==> config.mk <==
export PLATFORM = sky130hd
export DESIGN_NAME = ps2_scan_fifo
export DESIGN_NICKNAME = d
export VERILOG_FILES = /design/src/rtl/ps2_scan_fifo.sv
export SDC_FILE = /design/constraint.sdc
export NUM_CORES = 1
export LEC_CHECK = 0
export ABC_CLOCK_PERIOD_IN_PS = 2850
export BUFFER_PORTS_ARGS = -buffer_cell sky130_fd_sc_hd__buf_2
export CORE_ASPECT_RATIO = 1.4
export CORE_MARGIN = 2
export CORE_UTILIZATION = 30
export CTS_BUF_LIST = sky130_fd_sc_hd__clkbuf_8
export CTS_CLUSTER_DIAMETER = 50
export DETAILED_ROUTE_END_ITERATION = 8
export SLEW_MARGIN = 20
export SYNTH_ARGS = -nofsm -noshare
export SYNTH_HDL_FRONTEND = slang
export SYNTH_SLANG_ARGS = --single-unit
==> constraint.sdc <==
create_clock -name clk_i -period 2.85 [get_ports clk_i]
set_clock_uncertainty 0.15 [all_clocks]
set_input_delay 0.285 -clock clk_i [delete_from_list [all_inputs] [get_ports clk_i]]
set_output_delay 0.285 -clock clk_i [all_outputs]
set_load 0.05 [all_outputs]
==> src/rtl/ps2_scan_fifo.sv <==
// PS/2 keyboard receive path: synchroniser, clock glitch filter, frame FSM with timeout,
// make/break/extended assembler and a first-word-fall-through event FIFO.
// Define PS2_PARITY_CHECK_EN to reject frames with bad odd parity.
module ps2_scan_fifo #(
    parameter int unsigned FILTER_LEN = 8,
    parameter int unsigned DEPTH      = 16,
    parameter int unsigned TIMEOUT    = 50000,
    localparam int unsigned AW        = $clog2(DEPTH),
    localparam int unsigned CW        = $clog2(DEPTH) + 1
) (
    input  logic          clk_i,
    input  logic          rst_ni,
    input  logic          ps2d_i,
    input  logic          ps2c_i,
    input  logic          rx_en_i,
    input  logic          rd_en_i,
    input  logic          clr_err_i,
    output logic [9:0]    dout_o,
    output logic          empty_o,
    output logic          full_o,
    output logic [CW-1:0] count_o,
    output logic          overflow_o,
    output logic          frame_err_o
);
    localparam int unsigned TW = $clog2(TIMEOUT + 1);

    typedef enum logic [1:0] {StIdle, StData, StParity, StStop} state_e;

    logic [1:0]            ps2c_sync_q, ps2d_sync_q;
    logic                  ps2c_s, ps2d_s;
    logic [FILTER_LEN-1:0] filt_sr_q;
    logic                  filt_q, filt_d, fall;
    state_e                state_q, state_d;
    logic [2:0]            bit_cnt_q;
    logic [7:0]            data_q;
    logic [TW-1:0]         to_cnt_q;
    logic                  timeout, parity_ok, byte_ok, frame_bad;
    logic                  byte_rdy_q, ext_q, ext_d, brk_q, brk_d, push, pop;
    logic [9:0]            mem_q [DEPTH];
    logic [AW-1:0]         wr_ptr_q, rd_ptr_q;
    logic [CW-1:0]         count_q, count_d;
    logic                  overflow_q, overflow_d, frame_err_q, frame_err_d;

    assign ps2c_s = ps2c_sync_q[1];
    assign ps2d_s = ps2d_sync_q[1];

    // Lines idle high, so sync and filter reset to 1 to avoid a spurious fall.
    always_ff @(posedge clk_i or negedge rst_ni) begin
        if (!rst_ni) begin
            ps2c_sync_q <= 2'b11;
            ps2d_sync_q <= 2'b11;
            filt_sr_q   <= '1;
            filt_q      <= 1'b1;
        end else begin
            ps2c_sync_q <= {ps2c_sync_q[0], ps2c_i};
            ps2d_sync_q <= {ps2d_sync_q[0], ps2d_i};
            filt_sr_q   <= {filt_sr_q[FILTER_LEN-2:0], ps2c_s};
            filt_q      <= filt_d;
        end
    end

    always_comb begin
        filt_d = filt_q;
        if (&filt_sr_q) begin
            filt_d = 1'b1;
        end else if (~|filt_sr_q) begin
            filt_d = 1'b0;
        end
    end

    assign fall    = filt_q & ~filt_d;
    assign timeout = (state_q != StIdle) && (to_cnt_q == TW'(TIMEOUT));

`ifdef PS2_PARITY_CHECK_EN
    logic par_q;
    always_ff @(posedge clk_i or negedge rst_ni) begin
        if (!rst_ni) begin
            par_q <= 1'b0;
        end else if (fall && state_q == StParity) begin
            par_q <= ps2d_s;
        end
    end
    assign parity_ok = ^{data_q, par_q};
`else
    assign parity_ok = 1'b1;
`endif

    always_ff @(posedge clk_i or negedge rst_ni) begin
        if (!rst_ni) begin
            state_q <= StIdle;
        end else begin
            state_q <= state_d;
        end
    end

    always_comb begin
        state_d = state_q;
        if (timeout) begin
            state_d = StIdle;
        end else if (fall) begin
            unique case (state_q)
                StIdle:   if (rx_en_i && !ps2d_s) state_d = StData;
                StData:   if (bit_cnt_q == 3'd7) state_d = StParity;
                StParity: state_d = StStop;
                StStop:   state_d = StIdle;
            endcase
        end
    end

    always_comb begin
        byte_ok   = 1'b0;
        frame_bad = 1'b0;
        if (timeout) begin
            frame_bad = 1'b1;
        end else if (fall && state_q == StStop) begin
            byte_ok   = ps2d_s & parity_ok;
            frame_bad = ~(ps2d_s & parity_ok);
        end
    end

    always_ff @(posedge clk_i or negedge rst_ni) begin
        if (!rst_ni) begin
            bit_cnt_q  <= '0;
            data_q     <= '0;
            to_cnt_q   <= '0;
            byte_rdy_q <= 1'b0;
        end else begin
            byte_rdy_q <= byte_ok;
            if (state_q == StIdle) begin
                bit_cnt_q <= '0;
            end else if (fall && state_q == StData) begin
                bit_cnt_q <= bit_cnt_q + 3'd1;
                data_q    <= {ps2d_s, data_q[7:1]};
            end
            if (state_q == StIdle || fall) begin
                to_cnt_q <= '0;
            end else if (to_cnt_q != TW'(TIMEOUT)) begin
                to_cnt_q <= to_cnt_q + TW'(1);
            end
        end
    end

    // Prefix bytes only arm flags; any other byte emits an event and consumes them.
    always_comb begin
        ext_d = ext_q;
        brk_d = brk_q;
        push  = 1'b0;
        if (byte_rdy_q) begin
            if (data_q == 8'hE0) begin
                ext_d = 1'b1;
            end else if (data_q == 8'hF0) begin
                brk_d = 1'b1;
            end else begin
                push  = 1'b1;
                ext_d = 1'b0;
                brk_d = 1'b0;
            end
        end
    end

    assign pop     = rd_en_i & ~empty_o;
    assign empty_o = (count_q == '0);
    assign full_o  = (count_q == CW'(DEPTH));
    assign count_o = count_q;
    assign dout_o  = mem_q[rd_ptr_q];

    always_comb begin
        count_d = count_q;
        if (push && !full_o && !pop) begin
            count_d = count_q + CW'(1);
        end else if (pop && !push) begin
            count_d = count_q - CW'(1);
        end
    end

    always_comb begin
        overflow_d  = overflow_q;
        frame_err_d = frame_err_q;
        if (clr_err_i) begin
            overflow_d  = 1'b0;
            frame_err_d = 1'b0;
        end
        if (push && full_o && !pop) overflow_d = 1'b1;
        if (frame_bad) frame_err_d = 1'b1;
    end

    always_ff @(posedge clk_i or negedge rst_ni) begin
        if (!rst_ni) begin
            ext_q       <= 1'b0;
            brk_q       <= 1'b0;
            wr_ptr_q    <= '0;
            rd_ptr_q    <= '0;
            count_q     <= '0;
            overflow_q  <= 1'b0;
            frame_err_q <= 1'b0;
            for (int i = 0; i < DEPTH; i++) mem_q[i] <= '0;
        end else begin
            ext_q       <= ext_d;
            brk_q       <= brk_d;
            count_q     <= count_d;
            overflow_q  <= overflow_d;
            frame_err_q <= frame_err_d;
            if (push && (!full_o || pop)) begin
                mem_q[wr_ptr_q] <= {ext_q, brk_q, data_q};
                wr_ptr_q        <= wr_ptr_q + AW'(1);
            end
            if (pop) rd_ptr_q <= rd_ptr_q + AW'(1);
        end
    end

    assign overflow_o  = overflow_q;
    assign frame_err_o = frame_err_q;
endmodule
Word level (Yosys, flattened, before mapping)
Index checks and enable logic that the tools add are counted.
{ "word_totals": {"output_inout_bits": 19, "wordCells": 126, "ff_bits": 220, "in_bits": 7} }
{ "classes": {"magnitude_cmp": 3, "n_eq_ne": 12, "addsub": 6, "n_reduce_logical": 32, "mux": 32, "bitwise": 9} }
{ "ops": {"columns": ["cell", "count"], "rows": [
  ["160-bit bitwise mux", 1],
  ["10-bit binary-select mux with 4-bit select", 1],
  ["10-bit demux with 4-bit select", 1],
  ["16-bit 2-to-1 mux", 2],
  ["10-bit 2-to-1 mux", 3],
  ["16-bit by 1-bit adder with 16-bit output, second input constant", 1],
  ["16-bit equality test, second input constant", 1],
  ["8-bit equality test, second input constant", 2],
  ["16-bit != test, second input constant", 1],
  ["1-bit 2-to-1 mux", 15],
  ["2-bit nonzero test", 7],
  ["1-bit logical AND", 11],
  ["5-bit >= comparator, second input constant", 2],
  ["5-bit 2-to-1 mux", 2],
  ["4-bit NOT with 5-bit output", 2],
  ["4-bit by 1-bit adder with 4-bit output, second input constant", 2],
  ["2-bit 2-to-1 mux", 4],
  ["2-bit case mux with 4 select lines", 1],
  ["8-bit AND reduction", 1],
  ["8-bit OR reduction", 1],
  ["3-bit 2-to-1 mux", 2],
  ["3-bit != test, second input constant", 2],
  ["2-bit AND reduction", 3],
  ["5-bit by 1-bit adder with 5-bit output, second input constant", 1],
  ["15 further kinds", 25]
]} }

Depth between registers and ports, before layout
Gate-level depths: netlist of run 1.
{ "logic_depth": {"word_depth": 9, "depth_mapped": 11, "mapped_depth_nobuf": 10} }

Worst setup path after synthesis of run 1
Ideal clock, no wire load.
{ "synth_timing": {"kind": "register to register", "from": "register count_q[1], in the netlist count_o[1]", "to": "register count_q[4], in the netlist count_o[4]", "setup_time_ps": 126, "arrival_time_ps": 3586, "n_path_buf": 0, "path_stages_with_launch": 9, "required_ps": 2574, "period_less_slack_ps": 3862, "slack_ps": -1012, "path_cell_list": "dfrtp_1 or4_4 nor2_1 o21ai_0 ha_1 nand2b_1 o2bb2ai_1 or3_1 a311o_1"} }
{ "synth_via": {"elab_chain_len": 6, "word_cells_on_any_way": 14, "cone_classes": "add/sub (2); eq/ne (1); mux (2); bitwise (2); reduce/logical (7)"} }
{ "synth_lines": {"columns": ["element", "line", "text"], "rows": [
  ["start: declaration", "41", "logic [CW-1:0] count_q, count_d;"],
  ["start signal: assignment", "200", "count_q <= count_d;"],
  ["5-bit logical NOT *", "162", "assign empty_o = (count_q == '0);"],
  ["net empty_o", "19", "output logic empty_o,"],
  ["1-bit NOT *", "161", "assign pop = rd_en_i & ~empty_o;"],
  ["1-bit AND *", "161", null],
  ["1-bit logical NOT", "169", "if (push && !full_o && !pop) begin"],
  ["1-bit logical AND", "169", null],
  ["5-bit 2-to-1 mux / 2-bit nonzero test (equally long branches)", null, null]
]} }
Mark *: on every way through the listed nets, which the timed path passes. The rest lies on a longest branch. The select of a mux whose other input is x is not followed.
A chain may end at the register's enable or synchronous reset.

Worst setup path after layout of run 1
{ "layout_timing": {"from": "register rd_ptr_q[0]", "to": "output dout_o[7]"} }
{ "layout_via": {"elab_chain_len": 4} }
{ "layout_lines": {"columns": ["element", "line", "text"], "rows": [
  ["start: declaration", "40", "logic [AW-1:0] wr_ptr_q, rd_ptr_q;"],
  ["start signal: assignment", "207", "if (pop) rd_ptr_q <= rd_ptr_q + AW'(1);"],
  ["4-bit NOT with 5-bit output (not written as such)", "165", "assign dout_o = mem_q[rd_ptr_q];"],
  ["10-bit binary-select mux with 4-bit select", "165", null],
  ["10-bit 2-to-1 mux (not written as such) (2 in a row)", "165", null],
  ["end: declaration", "18", "output logic [9:0] dout_o,"]
]} }
Every way passes these cells. The select of a mux whose other input is x is not followed.

==> results.ini, run 1 <==
[setup_path]
cpMaxStageDelayCell = mux4_2
worstPathRequired_ns = 2.41
r2r-start = count_o[1]
slowest_delay_ns = 0.53
start_kind = register
reg2reg_to = count_o[4]
reg2reg_slack_ns = 0.04
path_max_fanout = 6
path_cells = buf_6, clkbuf_16, mux4_2, mux4_2, buf_6
reg2reg_depth = 9
cp.arrival_ns = 2.46
crit_type = reg2out
endpoint_kind = output pin

[timing]
tns_ns = -0.1400
worst_pin_slew_ns = 0.7419
hold_viol = 0
fin_crit_ns = 2.898
whs_ns = 0.03487
timing.fmax_ghz = 0.3451
maxSlewViolCount = 0
finalCritPeriodShare = 1.017
finalSetupViolCount = 7
grt_setup_unrepaired = true
relSlewSlack = 0.5054
fin_ws_ns = -0.04758

[pwr]
irDropWorstVdd_mv = 0.3908
p_leak_nw = 5.727
power.total_mw = 8.221
power.density_nw_per_um2 = 684.9

[job]
maxCapViolations = 0

[route]
via_count = 5862
viasPerCell = 4.809
first_pass_iters = 4
drc = 0
ant_nets = 0
dr.first_iter.drc_count = 226
wire_per_inst_um = 18.72
routed_wl_um = 22820

[synth]
synth_cell_types = 50
synth_edf_count = 0
yosys_warnings = 0
synth_common_cells = 207 x dfrtp_1, 158 x mux2_2, 50 x mux4_2
ys_seq_area_frac = 0.5461
syn_nets = 706
yosysMostFrequentCell = dfrtp_1
avgSynthCellArea_um2 = 14.83
ys.flop_type = dfrtp_1
syn-cell-area_um2 = 10110
synth-seq-cells = 220
synth_top_area_frac = 0.5123
yosys-top-cells-area = dfrtp_1 51%, mux2_2 18%, mux4_2 11%, dfstp_2 3.4%, ha_1 2.0%
yosysTopAreaCell = dfrtp_1
postSynthCellCount = 682
async_reset_ff_frac = 1.000

[placed_design]
gp_congestion = 0.7533
dp_worst_setup_slack_ns = 0.01359
place_inst = 1132
placed_cell_area_um2 = 10900
port_buffers = 25
dp_hpwl_um = 13670

[final_layout]
final_util = 0.3614
diodes = 0
area_growth_pct = 18.71
finalNonFillerCells = 1219
design_area_um2 = 12000
drive_gt1_frac = 0.4910
final_net_count = 769
fillCellCount = 3242

[worst_hold_path]
min_from = rd_en_i
hold_end = count_o[4]
hold_path_class = in2reg
whs_path_depth = 3

[die]
die_w_um = 159.2
top_level_ports = 26
rows = 79
die_y_um = 221.2
core_area_um2 = 33210
start_util = 0.3044
die-area_um2 = 35210

[clock_tree]
cts_made_buffers = 38
cts_tree = built
path_clk_slew_ns = 0.06
clock_path_buffers = 3
clock_sink_count = 220
cts_root_buf = clkbuf_8
h-tree-depth = 2
clk_latency_ns = 0.53

[outcome]
outcome = finished, violations left
violations = setup timing

[global_route]
grt_max_degree = 93
antenna_found_initial = 0
grt_pass1_vias = 6297
grt_pass1_wl_um = 36270
grt_util_all_layers = 0.1313
grt_remaining_overflow = 0

==> layout make-up <==
class / count / area, um^2 / share of cell area
inverter: 12 / 45.04 / 0.003753
multi-input combinational: 407 / 4393 / 0.3660
timing repair buffer: 66 / 680.7 / 0.05671
tap: 445 / 556.8 / 0.04639
clock buffer: 51 / 701.9 / 0.05848
sequential: 220 / 5529 / 0.4606
clock inverter: 18 / 96.34 / 0.008027
==> worst max path at each step <==
stage                     cells after the start        start  slack, ns    endpoint
after floorplan                               8   count_o[3]      -0.16  count_o[4]
after global routing                          5  rd_ptr_q[0]      -0.11   dout_o[9]
final                                         5  rd_ptr_q[0]      -0.05   dout_o[7]
after global placement                        9   count_o[1]       0.06  count_o[4]
after CTS                                     6  rd_ptr_q[0]      -0.09   dout_o[9]
after detailed placement                      9   count_o[1]       0.01  count_o[4]
==> critical path, delay by kind of cell (launching register included) <==
kind,cells,cell delay [ns]
buffers and inverters,3,0.49
flip-flops,1,0.41
multiplexers,2,1.04
==> sequential cells by signal, summed over array words and instances (netlist names) <==
name,count
mem_q,160
to_cnt_q,16
data_q,8
filt_sr_q,8
count_o,5
rd_ptr_q,4
wr_ptr_q,4
bit_cnt_q,3
ps2c_sync_q,2
ps2d_sync_q,2
state_q,2
brk_q,1
byte_rdy_q,1
ext_q,1
filt_q,1
frame_err_o,1
overflow_o,1
==> layer usage <==
metal	vias up	share of wire	wire length [um]	track usage
met5	-	0	0	0
met1	3088	0.39	9012	0.1519
met4	0	0.027	610	0.04370
met2	106	0.54	12360	0.2447
li1	2621	-	-	-
met3	47	0.037	840	0.02193
==> power breakdown <==
group          total, mW  switching, mW  internal (mW)
Combinational       1.84          0.974          0.868
Clock               2.95           1.27           1.68
Sequential          3.43          0.180           3.25
==> cell families after synthesis <==
logic type / count (synthesis) / share of synthesized area
AOI/OAI and AO/OA: 28 / 0.01794
adders and majority gates: 17 / 0.02178
xor gates and xnor gates: 26 / 0.02252
buffers and inverters: 55 / 0.02339
muxes: 219 / 0.3032
DFF: 220 / 0.5461
and+or+nand+nor: 117 / 0.06509
==> placed cells by master (no fill, tap or decap), types with 4 or more instances in the layout <==
cell type,n
dfrtp_1,201
mux2_2,158
clkbuf_8,51
mux4_2,50
nor2_1,29
inv_1,27
buf_4,24
nand2_1,17
xor2_1,15
ha_1,15
buf_2,14
dfstp_2,13
nand2_2,12
a21oi_1,11
xnor2_1,11
nand3_1,11
mux2_4,10
buf_12,10
and3_1,9
nand4_1,8
buf_6,8
o21ai_0,6
dfrtp_2,6
buf_8,5
nor2b_1,4
dlygate4sd3_1,4
==> what timing repair did <==
item / 4_1_cts / 5_1_grt
endpoints found under the setup margin: 11 / 11
hold buffers: 4 / 0
pin swaps: 2 / 4
cloned: 2 / 1
resized for setup: 26 / 4
hold endpoints to repair: 81 / 0
setup buffers: 10 / 3
(Power assumes the default switching activity.)
==> run 2, diff against run 1 <==
Settings changed: CTS_BUF_LIST sky130_fd_sc_hd__clkbuf_8 to sky130_fd_sc_hd__clkbuf_4 sky130_fd_sc_hd__clkbuf_8 sky130_fd_sc_hd__clkbuf_16.
==> run 2 against run 1 <==
Net effect:
- the flow still finishes with violations (setup timing)
- critical path depth unchanged
- core utilization up 0.18 points
- worst setup slack better by 0.012 ns
- register-to-register slack about the same
- count of clock-buffer cells in the layout down 14
- via count down 1.1%
- critical endpoint unchanged
==> results.ini, run 2 (synthesized netlist as in run 1, its figures left out) <==
[clock_tree]
clk_latency_ns = 0.52  ; was 0.53 ns
clock_sink_count = 220  ; unchanged
cts_made_buffers = 27  ; was 38
h-tree-depth = 1  ; was 2
cts_tree = built  ; unchanged
cts_root_buf = clkbuf_16  ; was clkbuf_8
clock_path_buffers = 3  ; unchanged
path_clk_slew_ns = 0.06  ; about the same

[timing]
maxSlewViolCount = 0  ; unchanged
whs_ns = 0.03376  ; was 0.03487 ns
fin_ws_ns = -0.03566  ; was -0.04758 ns
worst_pin_slew_ns = 0.7667  ; was 0.7419 ns
timing.fmax_ghz = 0.3465  ; was 0.3451 GHz
fin_crit_ns = 2.886  ; was 2.898 ns
hold_viol = 0  ; unchanged
finalCritPeriodShare = 1.013  ; was 1.017
grt_setup_unrepaired = true  ; unchanged
relSlewSlack = 0.4889  ; was 0.5054
finalSetupViolCount = 7  ; unchanged

[die]
die_y_um = 221.2  ; unchanged
top_level_ports = 26  ; unchanged
start_util = 0.3044  ; unchanged
core_area_um2 = 33210  ; unchanged
die_w_um = 159.2  ; unchanged
die-area_um2 = 35210  ; unchanged
rows = 79  ; unchanged

[final_layout]
layout_common_cells = 201 x dfrtp_1, 158 x mux2_2, 50 x mux4_2  ; was 201 x dfrtp_1, 158 x mux2_2, 51 x clkbuf_8
reg_top3 = mem_q x160, to_cnt_q x16  ; unchanged
largest_register_ffs = 160  ; unchanged
finalNonFillerCells = 1200  ; was 1219
multi_input_area_um2 = 4393  ; unchanged
seqCellArea_um2 = 5529  ; unchanged
top_register = mem_q  ; unchanged
final_net_count = 760  ; was 769
area_growth_pct = 19.32  ; was 18.71%
drive_gt1_frac = 0.4980  ; was 0.4910
diodes = 0  ; unchanged
final_common_cell = dfrtp_1  ; unchanged
fillCellCount = 3230  ; was 3242

[placed_design]
port_buffers = 25  ; unchanged
gp_congestion = 0.7533  ; unchanged
dp_worst_setup_slack_ns = 0.01359  ; unchanged
place_inst = 1132  ; unchanged
dp_hpwl_um = 13670  ; unchanged

[setup_path]
path_max_fanout = 6  ; unchanged
reg2reg_slack_ns = 0.03  ; was 0.04 ns
path_cells = buf_6, clkbuf_16, mux4_2, mux4_2, buf_6  ; unchanged
cpMaxStageDelayCell = mux4_2  ; unchanged
start_kind = register  ; unchanged
slowest_delay_ns = 0.52  ; was 0.53 ns
cp.arrival_ns = 2.45  ; was 2.46 ns
crit_family = multiplexers  ; unchanged
critPathBufInv = 3  ; unchanged
r2r-start = count_o[1]  ; unchanged
reg2reg_to = count_o[4]  ; unchanged
worstPathRequired_ns = 2.41  ; about the same
reg2reg_depth = 9  ; unchanged
endpoint_kind = output pin  ; unchanged
crit_type = reg2out  ; unchanged

[job]
maxCapViolations = 0  ; unchanged

[route]
dr.first_iter.drc_count = 250  ; was 226
ant_nets = 0  ; unchanged
first_pass_iters = 4  ; unchanged
routed_wl_um = 22510  ; was 22820 um
drc = 0  ; unchanged
viasPerCell = 4.830  ; was 4.809
via_count = 5796  ; was 5862
wire_per_inst_um = 18.76  ; was 18.72 um

[worst_hold_path]
min_from = rd_en_i  ; unchanged
whs_path_depth = 3  ; unchanged
hold_end = count_o[4]  ; unchanged
hold_path_class = in2reg  ; unchanged

[pwr]
power.density_nw_per_um2 = 702.4  ; was 684.9 nW/um^2
irDropWorstVdd_mv = 0.4922  ; was 0.3908 mV
p_leak_nw = 5.690  ; was 5.727 nW

[outcome]
violations = setup timing  ; unchanged
outcome = finished, violations left  ; unchanged

[global_route]
grt_remaining_overflow = 0  ; unchanged
grt_util_all_layers = 0.1293  ; was 0.1313
antenna_found_initial = 0  ; unchanged
grt_max_degree = 93  ; unchanged
grt_pass1_vias = 6186  ; was 6297
grt_pass1_wl_um = 36000  ; was 36270 um

run 2: cell types whose count changed in the layout (fill, tap and decap cells not counted), sizes merged:
cell / change
clkinvlp: +2
inv: -14
buf: +2
bufinv: -1
clkbuf: -14
clkinv: +6
run 2: worst max path at each step:
| stage | depth (start not counted) | start | slack, ns | endpoint |
|---|---|---|---|---|
| floorplan | 8 | count_o[3] | -0.16 | count_o[4] |
| finish | 5 | rd_ptr_q[0] | -0.04 | dout_o[7] |
| global route | 5 | rd_ptr_q[0] | -0.1 | dout_o[9] |
| detailed placement | 9 | count_o[1] | 0.01 | count_o[4] |
| CTS | 6 | rd_ptr_q[0] | -0.08 | dout_o[4] |
| global placement | 9 | count_o[1] | 0.06 | count_o[4] |
run 2: metal layers:
metal / up-vias / global-route usage / wire, um
met5: - / 0 / 0
met4: 0 / 0.03226 / 448
met3: 34 / 0.01706 / 645
met2: 80 / 0.2454 / 12390
met1: 3078 / 0.1530 / 9025
li1: 2604 / - / -
run 2: stage by stage:
stage          utilization  cell area (um^2)  total power [mW]  setup TNS, ns
6_report            0.3632             12060             8.474        -0.1266
3_3_place_gp        0.3281             10900             5.001              0
4_1_cts             0.3625             12040             8.579        -0.6202
2_1_floorplan            -             10150             4.480        -0.1585
3_5_place_dp        0.3281             10900             5.011              0
5_1_grt             0.3632             12060             8.855        -0.8152
run 2: what timing repair did:
action | CTS | global route
pin swaps | 2 | 4
setup buffers | 10 | 5
gates cloned | 2 | 1
endpoints found under the hold margin | 81 | 0
hold buffers | 4 | 0
setup endpoints to repair | 11 | 11
resized for setup | 26 | 4
run 2: layout make-up:
| cell class | instances | area share |
|---|---|---|
| Clock inverter | 11 | 0.006741 |
| Inverter | 12 | 0.003734 |
| Clock buffer | 37 | 0.06326 |
| Timing Repair Buffer | 68 | 0.05766 |
| Sequential cell | 220 | 0.4583 |
| Tap cell | 445 | 0.04615 |
| Multi-Input combinational cell | 407 | 0.3641 |
run 2: tightest hold or removal path: cells and delay by family:
family	cells	cell delay (ns)
AND/OR/NAND/NOR	1	0.07
AO/OA/AOI/OAI	1	0.16
buffers and inverters	1	0.15
run 2: where the power goes:
| group | internal (mW) | switching [mW] | leakage [nW] |
|---|---|---|---|
| registers | 3.25 | 0.180 | 2.99 |
| logic | 0.883 | 0.966 | 2.28 |
| clock network | 1.89 | 1.31 | 0.422 |
==> run 3, diff against run 2 <==
==> constraint.sdc (replaced) <==
create_clock -name clk_i -period 2.85 [get_ports clk_i]
set_clock_uncertainty 0.15 [all_clocks]
set_input_delay 0.1425 -clock clk_i [delete_from_list [all_inputs] [get_ports clk_i]]
set_output_delay 0.1425 -clock clk_i [all_outputs]
set_load 0.05 [all_outputs]
==> run 3 against run 2 <==
Net effect:
- the run now ends clean
- non-clock buffer count fell by 12
- hold slack improved by 0.056 ns
- cell count fell by 1.0%
- first-iteration DRC count fell by 14%
- clock power rose by 8.5%
- core utilization fell by 0.46 points
- final area fell by 1.3%
- largest cell class unchanged
==> results.ini, run 3 (synthesized netlist as in run 1, its figures left out) <==
[setup_path]
path_max_fanout = 5  ; was 6
start_kind = register  ; unchanged
reg2reg_slack_ns = 0.04  ; was 0.03 ns
cpMaxStageDelayCell = or4_4  ; was mux4_2
crit_type = reg2reg  ; was reg2out
slowest_delay_ns = 0.52  ; about the same
cp.arrival_ns = 3.06  ; was 2.45 ns
endpoint_kind = register  ; was output pin
path_cells = buf_4, or4_4, nor2_4, o21ai_4, ha_4, nand2b_1, o2bb2ai_2, or3_1, a311o_1  ; was buf_6, clkbuf_16, mux4_2, mux4_2, buf_6
reg2reg_depth = 9  ; unchanged
worstPathRequired_ns = 3.10  ; was 2.41 ns

[die]
die_y_um = 221.2  ; unchanged
start_util = 0.3044  ; unchanged
core_area_um2 = 33210  ; unchanged
top_level_ports = 26  ; unchanged
die_w_um = 159.2  ; unchanged
rows = 79  ; unchanged
die-area_um2 = 35210  ; unchanged

[route]
viasPerCell = 4.805  ; was 4.830
ant_nets = 0  ; unchanged
wl_met3_um = 630  ; was 645 um
routed_wl_um = 21750  ; was 22510 um
top_layer_used = met4  ; unchanged
routedLengthMet1_um = 8712  ; was 9025 um
wl_met2_um = 11640  ; was 12390 um
first_pass_iters = 4  ; unchanged
wire_per_inst_um = 18.31  ; was 18.76 um
via_count = 5708  ; was 5796
drc = 0  ; unchanged
dr.first_iter.drc_count = 214  ; was 250

[pwr]
comb_power_share = 0.186  ; was 0.218
p_switching_mw = 2.392  ; was 2.453 mW
p_leak_nw = 5.630  ; was 5.690 nW
pwr-share-seq = 0.407  ; was 0.405
p_int_mw = 6.092  ; was 6.020 mW
clock_power_share = 0.408  ; was 0.377
power.density_nw_per_um2 = 712.3  ; was 702.4 nW/um^2
irDropWorstVdd_mv = 0.4356  ; was 0.4922 mV
power.total_mw = 8.484  ; was 8.474 mW
swShare = 0.2820  ; was 0.2895

[global_route]
grt_util_all_layers = 0.1255  ; was 0.1293
antenna_found_initial = 0  ; unchanged
grt_pass1_vias = 6074  ; was 6186
grt_remaining_overflow = 0  ; unchanged
grt_max_degree = 96  ; was 93
grt_pass1_wl_um = 34770  ; was 36000 um

[timing]
tns_ns = 0  ; was -0.1266 ns
hold_viol = 0  ; unchanged
relSlewSlack = 0.5153  ; was 0.4889
timing.fmax_ghz = 0.3562  ; was 0.3465 GHz
fin_crit_ns = 2.808  ; was 2.886 ns
grt_setup_unrepaired = true  ; unchanged
worst_pin_slew_ns = 0.7270  ; was 0.7667 ns
maxSlewViolCount = 0  ; unchanged
finalSetupViolCount = 0  ; was 7
finalCritPeriodShare = 0.9851  ; was 1.013

[clock_tree]
clock_path_buffers = 3  ; unchanged
clock_sink_count = 220  ; unchanged
path_clk_slew_ns = 0.06  ; about the same
cts_made_buffers = 26  ; was 27
cts_tree = built  ; unchanged
clk_latency_ns = 0.52  ; about the same
h-tree-depth = 1  ; unchanged
cts_root_buf = clkbuf_16  ; unchanged

[outcome]
outcome = finished, final reports clean  ; was finished, violations left

[final_layout]
diodes = 0  ; unchanged
reg_top3 = mem_q x160, to_cnt_q x16  ; unchanged
final_net_count = 747  ; was 760
design_area_um2 = 11910  ; was 12060 um^2
drive_gt1_frac = 0.4886  ; was 0.4980
area_growth_pct = 17.81  ; was 19.32%
final_common_cell = dfrtp_1  ; unchanged
top_register = mem_q  ; unchanged
final_util = 0.3587  ; was 0.3632
largest_register_ffs = 160  ; unchanged
layout_common_cells = 201 x dfrtp_1, 158 x mux2_2, 50 x mux4_2  ; unchanged

[placed_design]
placed_cell_area_um2 = 10870  ; was 10900 um^2
gp_congestion = 0.7904  ; was 0.7533
port_buffers = 25  ; unchanged
dp_hpwl_um = 13720  ; was 13670 um

[worst_hold_path]
hold_path_class = in2async  ; was in2reg

[job]
maxCapViolations = 0  ; unchanged

-- run 3: changes by cell type in the layout (fill, tap and decap cells not counted), sizes merged --
cell         before  now
dlygate4sd3       4    6
bufinv            0    3
buf              63   50
clkinv            8    6
inv              13   14
clkbuf           38   36
clkinvlp          2    1
-- run 3: repair_timing --
| item | 4_1_cts | 5_1_grt |
|---|---|---|
| cloned | 1 | 0 |
| hold buffers | 6 | 0 |
| resized for setup | 2 | 4 |
| pin swaps | 2 | 1 |
| setup endpoints to repair | 9 | 2 |
| setup buffers | 2 | 0 |
| endpoints found under the hold margin | 103 | 0 |
-- run 3: worst max-delay path: cells and delay by family (launching register included) --
family | cells | cell delay, ns
and+or+nand+nor | 4 | 1.09
DFF | 1 | 0.42
buffers and inverters | 1 | 0.16
AOI/OAI and AO/OA | 3 | 0.58
adders and majority gates | 1 | 0.31
-- run 3: metrics by stage --
step | setup slack, ns | hold slack, ns | std cells
5_1_grt | -0.03748 | 0.1062 | 1188
3_5_place_dp | -0.02895 | 0.07121 | 1131
6_report | 0.04247 | 0.08942 | 1188
3_3_place_gp | 0.06986 | 0.07063 | 1131
2_1_floorplan | -0.1585 | -0.3031 | 682
4_1_cts | 0.02374 | 0.09041 | 1188
-- run 3: power by group through the flow --
stage | Combinational (mW) | Clock [mW] | Sequential [mW]
CTS | 1.61 | 3.54 | 3.46
floorplan | 0.936 | 0 | 3.54
detailed placement | 1.46 | 0 | 3.53
global placement | 1.45 | 0 | 3.52
finish | 1.57 | 3.46 | 3.45
global route | 1.71 | 3.69 | 3.47
-- run 3: path summary, 6_finish.rpt --
| kind | start | end |
|---|---|---|
| max | count_o[1] | count_o[4] |
| min | rst_ni | mem_q[12] |
| max reg2reg | count_o[1] | count_o[4] |
| min reg2reg | ps2d_sync_q[0] | ps2d_sync_q[1] |
| max in group asynchronous | rst_ni | mem_q[9] |
| min in group clk_i | ps2c_i | ps2c_sync_q[0] |
-- run 3: final cells by class --
type                            count  area (um^2)
Clock inverter                     12        162.7
Clock buffer                       36        757.0
Tap cell                          445        556.8
Inverter                           12        45.04
Fill cell                        3241        21300
Multi-Input combinational cell    407         4393
Timing Repair Buffer               56        467.9
Sequential cell                   220         5529
-- run 3: routing by layer --
layer	global-route usage	vias up
li1	-	2580
met4	0.04897	0
met1	0.1481	3019
met3	0.01781	39
met5	0	-
met2	0.2293	70
